[src/rtl/classify_ctrl.sv]
// classify_ctrl: sequences the LeNet-5 argmax comparator handshake and encodes its
// one-hot class vector into a binary digit with tie/none flags on a valid/ready port.
module classify_ctrl #(
  parameter int CLASS_NUM   = 10,
  parameter int DIGIT_WIDTH = 4,
  parameter int TIMEOUT     = 64,
  parameter int TO_WIDTH    = 7,
  parameter int FRAME_WIDTH = 16
) (
  input  logic                   clk,
  input  logic                   rst_n,
  input  logic                   fc_finish,
  output logic                   fc_read,
  output logic                   cmp_pre_finish,
  input  logic                   cmp_i_read,
  input  logic                   cmp_finish,
  output logic                   cmp_later_read,
  input  logic [0:CLASS_NUM-1]   cmp_out_num,
  output logic                   res_valid,
  input  logic                   res_ready,
  output logic [DIGIT_WIDTH-1:0] res_digit,
  output logic                   res_tie,
  output logic                   res_none,
  output logic [FRAME_WIDTH-1:0] frame_cnt,
  output logic                   timeout_err,
  input  logic                   err_clr,
  output logic                   busy
);

  typedef enum logic [2:0] {
    IDLE      = 3'd0,
    START     = 3'd1,
    WAIT_DONE = 3'd2,
    CAPTURE   = 3'd3,
    RELEASE   = 3'd4,
    DRAIN     = 3'd5,
    ABORT     = 3'd6
  } state_t;

  localparam logic [TO_WIDTH-1:0]    WDOG_LAST = TO_WIDTH'(TIMEOUT - 1);
  localparam logic [DIGIT_WIDTH-1:0] NO_CLASS  = {DIGIT_WIDTH{1'b1}};

  state_t                state_r;
  logic [TO_WIDTH-1:0]   wdog_r;
  logic [0:CLASS_NUM-1]  vec_r;

  // Lowest set class index; all-ones when no class bit is set.
  function automatic logic [DIGIT_WIDTH-1:0] lowest_idx(input logic [0:CLASS_NUM-1] v);
    logic [DIGIT_WIDTH-1:0] d;
    d = NO_CLASS;
    for (int i = CLASS_NUM - 1; i >= 0; i--) begin
      if (v[i]) begin
        d = DIGIT_WIDTH'(i);
      end else begin
        d = d;
      end
    end
    return d;
  endfunction

  // Clearing one set bit leaves something only when two or more bits were set.
  function automatic logic multi_hot(input logic [0:CLASS_NUM-1] v);
    return |(v & (v - CLASS_NUM'(1)));
  endfunction

  // Control FSM with watchdog, result register and frame counter.
  always_ff @(posedge clk or negedge rst_n) begin
    if (!rst_n) begin
      state_r        <= IDLE;
      wdog_r         <= '0;
      vec_r          <= '0;
      fc_read        <= 1'b0;
      cmp_pre_finish <= 1'b0;
      cmp_later_read <= 1'b0;
      res_valid      <= 1'b0;
      res_digit      <= NO_CLASS;
      res_tie        <= 1'b0;
      res_none       <= 1'b0;
      frame_cnt      <= '0;
      timeout_err    <= 1'b0;
      busy           <= 1'b0;
    end else begin
      fc_read        <= 1'b0;
      cmp_later_read <= 1'b0;
      if (err_clr) begin
        timeout_err <= 1'b0;
      end
      if (res_valid && res_ready) begin
        res_valid <= 1'b0;
        frame_cnt <= frame_cnt + FRAME_WIDTH'(1);
      end
      case (state_r)
        IDLE: begin
          if (fc_finish && (!res_valid || res_ready)) begin
            state_r        <= START;
            cmp_pre_finish <= 1'b1;
            wdog_r         <= '0;
            busy           <= 1'b1;
          end
        end
        START, WAIT_DONE: begin
          wdog_r <= wdog_r + TO_WIDTH'(1);
          // The watchdog overrides any handshake seen in its final cycle; set beats err_clr.
          if (wdog_r == WDOG_LAST) begin
            state_r        <= ABORT;
            cmp_pre_finish <= 1'b0;
            cmp_later_read <= 1'b1;
            timeout_err    <= 1'b1;
          end else if (state_r == START && cmp_i_read) begin
            state_r        <= WAIT_DONE;
            cmp_pre_finish <= 1'b0;
            fc_read        <= 1'b1;
          end else if (state_r == WAIT_DONE && cmp_finish) begin
            state_r <= CAPTURE;
            vec_r   <= cmp_out_num;
          end
        end
        CAPTURE: begin
          res_digit      <= lowest_idx(vec_r);
          res_tie        <= multi_hot(vec_r);
          res_none       <= ~(|vec_r);
          res_valid      <= 1'b1;
          cmp_later_read <= 1'b1;
          state_r        <= RELEASE;
        end
        RELEASE, ABORT: begin
          state_r <= DRAIN;
        end
        DRAIN: begin
          if (!cmp_finish) begin
            state_r <= IDLE;
            busy    <= 1'b0;
          end
        end
        default: begin
          state_r        <= IDLE;
          cmp_pre_finish <= 1'b0;
          busy           <= 1'b0;
        end
      endcase
    end
  end

endmodule

[config.mk]
export PLATFORM = sky130hd
export DESIGN_NAME = classify_ctrl
export DESIGN_NICKNAME = d
export VERILOG_FILES = /design/src/rtl/classify_ctrl.sv
export SDC_FILE = /design/constraint.sdc
export NUM_CORES = 1
export LEC_CHECK = 0
export BUFFER_PORTS_ARGS = -buffer_cell sky130_fd_sc_hd__buf_2
export CORE_MARGIN = 3
export CORE_UTILIZATION = 40
export CTS_BUF_LIST = sky130_fd_sc_hd__clkbuf_2
export DETAILED_ROUTE_END_ITERATION = 12
export GPL_ROUTABILITY_DRIVEN = 0
export PLACE_DENSITY_LB_ADDON = 0.25
export SLEW_MARGIN = 5
export SYNTH_ARGS = -nofsm -noshare
export SYNTH_HDL_FRONTEND = slang
export SYNTH_SLANG_ARGS = --single-unit
[constraint.sdc]
create_clock -name clk -period 2.14 [get_ports clk]
set_input_delay 0.214 -clock clk [delete_from_list [all_inputs] [get_ports clk]]
set_output_delay 0.214 -clock clk [all_outputs]
set_load 0.1 [all_outputs]
# Word level (Yosys, flattened, before mapping)
# Index checks and enable logic that the tools add are counted.
word_totals:
  wordCells: 87
  input_bits: 17
  ff_bits: 48
  output_inout_bits: 28
op_classes:
  reduce_logical: 20
  bitwise: 6
  n_addsub: 3
  muxes: 34
  n_eq_ne: 11
op_table:
  columns: ["cell", "count"]
  rows:
  - ["2-to-1 mux 4 bit", 9]
  - ["OR reduction 10 bit", 2]
  - ["2-to-1 mux 3 bit", 6]
  - ["adder 16 x 1 -> 16 bit, second input constant", 1]
  - ["case mux 3 bit (5 select lines)", 1]
  - ["case mux 7 bit (2 select lines)", 1]
  - ["2-to-1 mux 1 bit", 13]
  - ["AND 10 bit", 1]
  - ["subtractor 10 x 1 -> 10 bit, second input constant", 1]
  - ["equality test 3 bit, second input constant", 3]
  - ["AND reduction 3 bit", 3]
  - ["adder 7 x 1 -> 7 bit, second input constant", 1]
  - ["equality test 7 x 6 -> 1 bit, second input constant", 1]
  - ["2-to-1 mux 7 bit", 1]
  - ["equality test 3 x 2 -> 1 bit, second input constant", 2]
  - ["case mux 1 bit (3 select lines)", 2]
  - ["NOT 1 bit", 5]
  - ["OR reduction 5 bit", 1]
  - ["logical AND 1 bit", 4]
  - ["inequality test 2 bit, second input constant", 2]
  - ["inequality test 4 bit, second input constant", 1]
  - ["AND reduction 4 bit", 1]
  - ["nonzero test 2 bit", 2]
  - ["OR reduction 2 bit", 2]
  - ["8 further kinds", 8]

# Depth between registers and ports, before layout
logic_depth:
  depth_word: 10
  depth_mapped: 6
  ltp_nobuf: 6

# Worst setup path before layout
# Ideal clock, no wire load.
synth_timing:
  path_type: "flip-flop to flip-flop"
  start: "register frame_cnt[2]"
  end: "register frame_cnt[15]"
  arrival_time_ns: 2.133
  path_buffers: 0
  setup_slack_ns: -0.151
  stages_incl_launch_ff: 5
  setup_time_ns: 0.158
  synth_period_minus_slack_ns: 2.291
  required_ns: 1.982
  path_cell_list: "dfrtp_1 -> and3_1 -> nand4_1 -> or4_1 -> xnor2_1"
synth_via:
  elab_chain_cells: 1
synth_lines:
  columns: ["item", "line", "rtl"]
  rows:
  - ["from (decl)", "24", "output logic [FRAME_WIDTH-1:0] frame_cnt,"]
  - ["from (signal assigned)", "90", "frame_cnt <= frame_cnt + FRAME_WIDTH'(1);"]
  - ["adder 16 x 1 -> 16 bit", "90", null]
# Every way passes these cells.
# A chain may end at the register's enable or synchronous reset.

# Final worst setup path
layout_timing:
  start: "register wdog_r[0]"
  end: "register vec_r[4] in the netlist's numbering"
layout_via:
  elab_chain_cells: 3
layout_lines:
  columns: ["item", "line", "rtl"]
  rows:
  - ["from (decl)", "44", "logic [TO_WIDTH-1:0] wdog_r;"]
  - ["from (signal assigned)", "102", "wdog_r <= wdog_r + TO_WIDTH'(1);"]
  - ["equality test 7 x 6 -> 1 bit", "104", "if (wdog_r == WDOG_LAST) begin"]
  - ["NOT 1 bit (no source line)", null, null]
  - ["AND reduction 4 bit (no source line)", null, null]
  - ["to (signal assigned)", "115", "vec_r <= cmp_out_num;"]
  - ["to (decl)", "45", "logic [0:CLASS_NUM-1] vec_r;"]
# Every way passes these cells.

==> metrics.csv <==
stage;metric;value;unit
final_layout;Final Non-Filler Cells;348;
sta;Fmax achieved;0.570;GHz
critical_path;Setup crit start kind;register;
drt;DRT iter0 DRCs;52;
global_route;vias in the first global route;1675;
final_layout;register area;0.00121;sq mm
drt;DRT Pass-1 Iters;4;
cts;Root Buffer;clkbuf_2;
drt;wire per inst;13.1;um
critical_path;critical path type;reg -> reg;
power;VDD IR max;1120;uV
power;power density cells;1390;mW/mm^2
drt;drt total wl;4.54;mm
placement;DP Area;0.00259;sq mm
synthesis;Synth area leaders;dfrtp_1 (49%), xnor2_1 (6.6%), mux2_2 (6.0%), dfstp_2 (4.6%), nand2_1 (3.0%);
power;P_leak;1.29;nW
synthesis;number of synthesized register bits;48;
final_layout;final net count;296;
sta;Final TNS setup;0;ns
cts;clock buffer depth;2;
sta;Setup Skew;0.0161;ns
drt;# DRC;0;
sta;max-slew violations;0;
critical_path;Worst Path Required;2.47;ns
drt;routed vias/inst;5.21;
sta;Slew @ Worst Pin;0.560;ns
sta;Period Utilization, post-route;82.0;%
cts;post-cts resize count;0;
final_layout;Multi-input gate area;0.00101;sq mm
floorplan;DIE AREA;0.00661;sq mm
synthesis;Async SR Flop Fraction;100;%
floorplan;I/O Pins;45;
synthesis;post-synth top area share;48.6;%
placement;pre-CTS setup slack;0.401;ns
synthesis;library cells used by synthesis;45;
final_layout;Final Instance Area;0.00275;sq mm
critical_path;CP startpoint;wdog_r[0];
synthesis;Syn Nets;233;
cts;total CTS buffers;5;
cts;TritonCTS clock tree;built;
global_route;largest net degree at the start of global routing;23;
synthesis;top_reg_cell synth;dfrtp_1;
drt;final antenna-violating net count;0;
synthesis;post-synthesis cell area;0.00227;sq mm
worst_hold_path;Worst Hold Launch;res_ready;
sta;Final setup viols;0;
synthesis;synth cell count leaders;dfrtp_1 (44), nand2_1 (18), xnor2_1 (17);
cts;Post-CTS Hold Fix Bufs;11;
synthesis;EDFF count, synth;0;
worst_hold_path;Hold Path Class;in -> reg;
final_layout;diode count;0;
job;maxcap violations;0;
synthesis;cell with the most instances after synthesis;dfrtp_1;
floorplan;row cnt;26;
sta;Worst Slack Setup Final;0.385;ns
synthesis;Mapped Cells;214;
cts;Post-CTS Setup Bufs;0;
floorplan;die width;81.3;um
critical_path;critical path arrival;2.08;ns
synthesis;synth warn;0;
global_route;total track usage;15.0;%
final_layout;# fillers;509;
placement;DP Wirelength;3.40;mm
synthesis;sequential share of the synthesized area;53.2;%
floorplan;starting density of the core;42.8;%
floorplan;chip height;81.3;um
final_layout;P&R area growth vs syn;21.5;%
synthesis;post-synth top area cell;dfrtp_1;
cts;Clock Sink Count;48;
cts;H-tree depth;2;
final_layout;share of cells above drive strength 1;28.4;%
critical_path;crit-path max FO;10;
global_route;GRT overflow;0;
critical_path;reg2reg setup slack;0.38;ns
floorplan;core box area;0.00530;sq mm
synthesis;syn avg cell area;10.6;sq um
critical_path;Worst setup EP type;register;
cts;Clock Latency Late Sink;0.42;ns
critical_path;Reg2Reg Launch Point;wdog_r[0];
sta;final hold vios;0;
sta;Max transition margin;62.4;%
status;status;completed;
global_route;first-pass GRT wire length;7.73;mm
sta;RSZ-0062 raised after global routing;no;
global_route;initial antenna violation count;0;
cts;Clk pin slew, worst setup/hold paths;0.23;ns
sta;Final min period;1.76;ns
placement;placed instance count;328;
drt;vias after detailed routing;1812;
placement;port bufs;44;
[registers in the layout, summed over array words and instances, names as in the netlist]
name and cells:
frame_cnt 16, res_digit 4, cmp_later_read 1, fc_read 1, busy 1, res_valid 1, cmp_pre_finish 1, state_r 3
wdog_r 7, vec_r 10, res_tie 1, res_none 1, timeout_err 1
[metrics by stage]
step	total power [mW]	hold WS (ns)	utilization [%]
6_report	3.84	0.0895	51.9
5_1_grt	4.09	0.0552	51.9
4_1_cts	3.87	0.0168	51.7
3_5_place_dp	3.49	0.134	48.9
3_3_place_gp	3.46	0.136	48.9
2_1_floorplan	3.11	-0.0816	-
[worst paths after layout]
check | end | cells after the start
min in group asynchronous | frame_cnt[2] | 2
hold / removal | frame_cnt[0] | 3
setup / recovery | vec_r[4] | 6
setup reg to reg | vec_r[4] | 6
hold reg to reg | res_digit[3] | 2
max in group asynchronous | res_digit[0] | 3
[critical path, stage by stage, from the launching register on]
cell     delay (ns)
dfrtp_1        0.42
ha_1           0.16
and3_1         0.19
nand4_1        0.17
nand4_1        0.16
buf_4          0.21
mux2_2         0.36
[where the power goes]
part           total (mW)  switching, mW  internal (mW)
Clock               0.357          0.284         0.0733
Sequential           1.55          0.341           1.21
Combinational        1.93           1.37          0.560
[layer usage]
metal | global-route usage, % | vias up | routed length, um
met5 | 0 | - | 0
met4 | 4.90 | 0 | 53
met3 | 4.10 | 6 | 238
met2 | 24.6 | 41 | 2100
met1 | 19.1 | 872 | 2150
li1 | - | 893 | -
[layout by cell type, fill, tap and decap left out, types with 3 or more instances in the layout]
cell type,instances
nor3_1,3
nand2_1,18
xnor2_1,17
dfrtp_1,39
nand4_1,7
or4_1,4
nand2b_1,6
o21ai_0,8
a211oi_1,3
mux2_2,12
buf_2,44
clkbuf_2,5
dfrtp_2,5
buf_4,5
inv_1,7
a21oi_1,11
dlygate4sd3_1,12
nand3_1,7
and3_1,3
nor3b_1,3
nor2_1,14
nor4_1,4
o21ai_1,5
dfstp_2,4
[kinds of logic (layout without fill, tap and decap cells)]
| group | after synthesis | after routing | share of synthesized area [%] |
|---|---|---|---|
| and+or+nand+nor | 78 | 78 | 18.2 |
| AOI/OAI and AO/OA | 42 | 42 | 11.5 |
| DFF | 48 | 48 | 53.2 |
| xor gates and xnor gates | 19 | 19 | 7.34 |
| buffers and inverters | 12 | 76 | 2.21 |
| muxes | 12 | 12 | 5.96 |
| adders and majority gates | 3 | 3 | 1.55 |
[cell type report]
class	instances	share of cell area [%]
repair buffers	61	13.7
clock inverters	3	0.500
flip-flops and latches	48	44.0
inverters	7	0.954
multi-input cells	154	36.7
well taps	70	3.18
clock buffers	5	0.909
Note: power is estimated with default switching activity, not from simulation.
